`config.mk`:
```
export PLATFORM = sky130hd
export DESIGN_NAME = stream_fifo
export DESIGN_NICKNAME = d
export VERILOG_FILES = /design/src/rtl/stream_fifo.sv
export SDC_FILE = /design/constraint.sdc
export NUM_CORES = 1
export LEC_CHECK = 0
export BUFFER_PORTS_ARGS = -buffer_cell sky130_fd_sc_hd__buf_2
export CAP_MARGIN = 20
export CORE_ASPECT_RATIO = 2
export CORE_MARGIN = 4
export CORE_UTILIZATION = 30
export DETAILED_ROUTE_END_ITERATION = 6
export GPL_TIMING_DRIVEN = 0
export PLACE_DENSITY_LB_ADDON = 0.05
export SYNTH_ARGS = -nofsm -noshare
export SYNTH_HDL_FRONTEND = slang
export SYNTH_SLANG_ARGS = --single-unit
```
`constraint.sdc`:
```
create_clock -name ap_clk -period 3.5 [get_ports ap_clk]
set_clock_uncertainty 0.05 [all_clocks]
set_input_delay 0.7 -clock ap_clk [delete_from_list [all_inputs] [get_ports ap_clk]]
set_output_delay 0.7 -clock ap_clk [all_outputs]
set_load 0.02 [all_outputs]
```
`src/rtl/stream_fifo.sv`:
```
// stream_fifo: ap_fifo channel between two streaming layers.
// The upstream layer writes through din/full_n/write and the downstream
// layer reads through dout/empty_n/read. The head word falls through to
// if_dout. Occupancy, and the full/empty flags decoded from it, are registered.
// Optional statistics (high-water mark, sticky overflow/underflow) are built
// only when STREAM_FIFO_STATS_EN is defined. Otherwise those outputs are
// tied to 0 and stats_clr is ignored.
module stream_fifo #(
  parameter int WIDTH = 8,
  parameter int DEPTH = 16,
  localparam int CNT_W = $clog2(DEPTH + 1),
  localparam int PTR_W = (DEPTH > 1) ? $clog2(DEPTH) : 1
) (
  input  logic             ap_clk,
  input  logic             ap_rst_n,
  input  logic [WIDTH-1:0] if_din,
  output logic             if_full_n,
  input  logic             if_write,
  output logic [WIDTH-1:0] if_dout,
  output logic             if_empty_n,
  input  logic             if_read,
  output logic [CNT_W-1:0] count,
  input  logic             stats_clr,
  output logic [CNT_W-1:0] max_count,
  output logic             overflow,
  output logic             underflow
);

  logic [WIDTH-1:0] mem [0:DEPTH-1];
  logic [PTR_W-1:0] wr_ptr_q, wr_ptr_d;
  logic [PTR_W-1:0] rd_ptr_q, rd_ptr_d;
  logic [CNT_W-1:0] count_q, count_d;
  logic             wacc, racc;

  // Flags come from registered occupancy only. This keeps request inputs
  // out of every combinational path to the outputs.
  assign if_full_n  = (count_q != CNT_W'(DEPTH));
  assign if_empty_n = (count_q != '0);
  assign count      = count_q;

  assign wacc = if_write && if_full_n;
  assign racc = if_read && if_empty_n;

  // First-word fall-through head, forced to 0 while the queue is empty.
  assign if_dout = if_empty_n ? mem[rd_ptr_q] : '0;

  // Next-state for the pointers (wrapping at DEPTH-1, so the depth need not
  // be a power of two) and for the occupancy counter.
  always_comb begin
    // NOTE: every output gets a default first so no path leaves it unassigned, which would infer a latch.
    wr_ptr_d = wr_ptr_q;
    rd_ptr_d = rd_ptr_q;
    count_d  = count_q;
    if (wacc) begin
      wr_ptr_d = (wr_ptr_q == PTR_W'(DEPTH - 1)) ? '0 : wr_ptr_q + PTR_W'(1);
    end
    if (racc) begin
      rd_ptr_d = (rd_ptr_q == PTR_W'(DEPTH - 1)) ? '0 : rd_ptr_q + PTR_W'(1);
    end
    if (wacc && !racc) begin
      count_d = count_q + CNT_W'(1);
    end else if (racc && !wacc) begin
      count_d = count_q - CNT_W'(1);
    end
  end

  // Control state registers. Reset discards everything in flight.
  always_ff @(posedge ap_clk or negedge ap_rst_n) begin
    if (!ap_rst_n) begin
      // NOTE: sequential state uses non-blocking assignments so all registers update together at the edge.
      wr_ptr_q <= '0;
      rd_ptr_q <= '0;
      count_q  <= '0;
    end else begin
      wr_ptr_q <= wr_ptr_d;
      rd_ptr_q <= rd_ptr_d;
      count_q  <= count_d;
    end
  end

  // Storage array, written only on an accepted write.
  // NOTE: the array has no reset. count gates every read, so stale contents are never observed.
  always_ff @(posedge ap_clk) begin
    if (wacc) begin
      mem[wr_ptr_q] <= if_din;
    end
  end

`ifdef STREAM_FIFO_STATS_EN
  logic [CNT_W-1:0] max_count_q;
  logic             overflow_q;
  logic             underflow_q;

  // High-water mark and sticky error flags. A clear beats a same-cycle set.
  always_ff @(posedge ap_clk or negedge ap_rst_n) begin
    if (!ap_rst_n) begin
      max_count_q <= '0;
      overflow_q  <= 1'b0;
      underflow_q <= 1'b0;
    end else if (stats_clr) begin
      max_count_q <= '0;
      overflow_q  <= 1'b0;
      underflow_q <= 1'b0;
    end else begin
      if (count_q > max_count_q) begin
        max_count_q <= count_q;
      end
      if (if_write && !if_full_n) begin
        overflow_q <= 1'b1;
      end
      if (if_read && !if_empty_n) begin
        underflow_q <= 1'b1;
      end
    end
  end

  assign max_count = max_count_q;
  assign overflow  = overflow_q;
  assign underflow = underflow_q;
`else
  logic unused_stats_clr;

  assign unused_stats_clr = stats_clr;
  assign max_count        = '0;
  assign overflow         = 1'b0;
  assign underflow        = 1'b0;
`endif

endmodule

```
==> impl_metrics.ini <==
[status]
outcome = completed

[critical_path]
cp.depth = 7
cp_max_fo = 10
worst_path_most_repeated_cell = buf_2
critPathKind = reg -> out
crit_required_ns = 2.75
cp_top_family = buffers and inverters
cp-start-kind = flip-flop
slowest_delay_ns = 0.37
worstSetupEndpointType = output pin
crit_chain = buf_2, buf_2, buf_2, mux4_2, mux2i_1, a21oi_1, buf_2
reg2regPathDepth = 9
cp_slowest_cell = buf_2
crit_arrival_ns = 2.58
critPathBufInv = 4

[global_routing]
grt_pass1_vias = 3122
grt_usage_pct = 13.6
grt_pass1_wl_um = 20700
grt_max_degree = 17
antenna_found_initial = 0
grt_remaining_overflow = 0

[clock_tree]
numClockSinks = 141
clock_latency_ns = 0.41
clk_pin_slew_ns = 0.06
cts-root-buf = clkbuf_16
htree_levels = 4
post_cts_buffers = 0
clockBufferDepth = 2
numCtsBuffers = 17
cts_tree = done

[routing]
wire_per_inst_um = 21.6
wl_um = 13800
via_per_inst = 4.54
drc = 0
dr.pass1.iters = 4
vias = 2887
drt_iter0_drc = 96
ant_nets = 0

[power]
p_sw_mw = 1.93
leakagePower_nw = 2.36
swShare_pct = 33.2
seqPwrFrac_pct = 37.0
power.density_mw_per_mm2 = 841
ir_drop_mv = 0.414
internal-power_mw = 3.88
pwr-share-clk_pct = 27.5
pwr-share-comb_pct = 35.5

[synthesis]
syn-instance-count = 311
yosys_warnings = 0
yosysTopAreaCell = edfxtp_1
yosysSeqAreaShare_pct = 71.1
ys_types = 36
netlist_top_cells_area = edfxtp_1, mux4_2, dfrtp_1
syn_area_sq_mm = 0.00586
netlist.area_leader.share_pct = 65.6
syn_avg_cell_area_sq_um = 18.9
ys_ff_latch = 141

[sta]
timing.fmax_mhz = 300
slew_violations = 0
setup_viol = 0
period_share_pct = 95.2
whs_ns = 0.145
rsz0062_at_grt = no
timing.setup.tns_ns = 0
final_hold_viol_count = 0
worst_pin_slew_ns = 1.03
period_needed_ns = 3.33
relSlewSlack_pct = 30.9

[die]
initial_core_util_pct = 30.4
fp.dieW_um = 107
dieArea_sq_mm = 0.0220
rows = 72
die_y_um = 206
core_area_sq_mm = 0.0193
ios = 35

[place]
gp_congestion = 0.719
dp_hpwl_um = 10000
post-place-cells = 604
io_buffers = 26

[finish]
mostFrequentLayoutCell = edfxtp_1
diodes = 0
most-common-layout-cells = edfxtp_1, buf_2, mux4_2
layout.nets = 387
final_cells = 636
syn_to_final_growth_pct = 17.8
layout-drive-gt1-share_pct = 28.1

[min_path]
hold_class = in -> async

[flow_run]
maxCapViolCount = 0
## registers in the layout, indices dropped and copies added, names as in the netlist
signal    flops
mem         128
rd_ptr_q      4
wr_ptr_q      4
count         5
## layout make-up
class | count | area, sq um
clock inverter | 11 | 76.3
multi-input combinational | 149 | 1580
fill | 1916 | 12400
clock buffer | 21 | 440
timing repair buffer | 28 | 153
sequential | 141 | 4170
inverter | 3 | 11.3
tap | 259 | 324
buffer | 24 | 155
## cell families after synthesis
group,after synthesis,synth area share (%)
buffers and inverters,27,2.84
adders and majority gates,10,2.26
xor gates and xnor gates,5,0.747
muxes,52,16.5
AOI/OAI and AO/OA,33,3.24
and+or+nand+nor,42,3.29
other,1,0.0640
DFF,141,71.1
## power groups by stage
stage / logic [mW] / clock network [mW] / registers, mW
finish: 2.06 / 1.60 / 2.15
global route: 2.26 / 1.73 / 2.17
CTS: 2.14 / 1.64 / 2.15
detailed placement: 2.13 / 0 / 2.18
global placement: 2.11 / 0 / 2.18
floorplan: 1.43 / 0 / 2.19
## stage by stage
stage	instance area (sq um)	power [mW]	setup WS (ns)	utilization (%)
2_1_floorplan	5890	3.62	0.707	-
3_3_place_gp	6340	4.29	0.0182	32.9
3_5_place_dp	6380	4.32	0.0495	33.1
4_1_cts	6900	5.94	0.0233	35.8
5_1_grt	6910	6.16	0.00143	35.8
6_report	6910	5.81	0.168	35.8
## path summary, 6_finish.rpt
path / from / to / slack (ns)
setup / recovery: rd_ptr_q[2] / if_dout[7] / 0.17
hold / removal: ap_rst_n / count[1] / 0.15
setup reg to reg: count[0] / count[4] / 0.35
hold reg to reg: count[3] / count[3] / 0.53
max in group asynchronous: ap_rst_n / rd_ptr_q[2] / 2.98
min in group ap_clk: count[3] / count[3] / 0.53
## synth_stat cells, drive strengths merged
library cell,number
nor2,12
nand2,12
inv,3
nand2b,3
nor4,1
nor3,8
edfxtp,128
o2bb2ai,1
buf,20
mux2i,9
nand4b,2
a21o,3
nand3,4
mux4,32
a22o,1
o21ai,13
a31oi,1
clkbuf,4
xor2,1
fa,1
o31ai,1
ha,9
xnor2,4
conb,1
mux2,11
a2111oi,1
a21boi,1
dfrtp,13
a21oi,11
## repair_timing
| action | in CTS | in global routing |
|---|---|---|
| setup endpoints to repair | 0 | 1 |
| hold buffers | 0 | 0 |
| gates resized for setup | 0 | 1 |
## layer usage
| layer | vias to the layer above | share of wire, % | GRT usage (%) |
|---|---|---|---|
| met2 | 54 | 61 | 26.5 |
| met5 | - | 0 | 0 |
| met3 | 15 | 2.7 | 3.20 |
| li1 | 1343 | - | - |
| met4 | 0 | 1.8 | 5.21 |
| met1 | 1475 | 35 | 13.5 |
(Power assumes the default switching activity.)
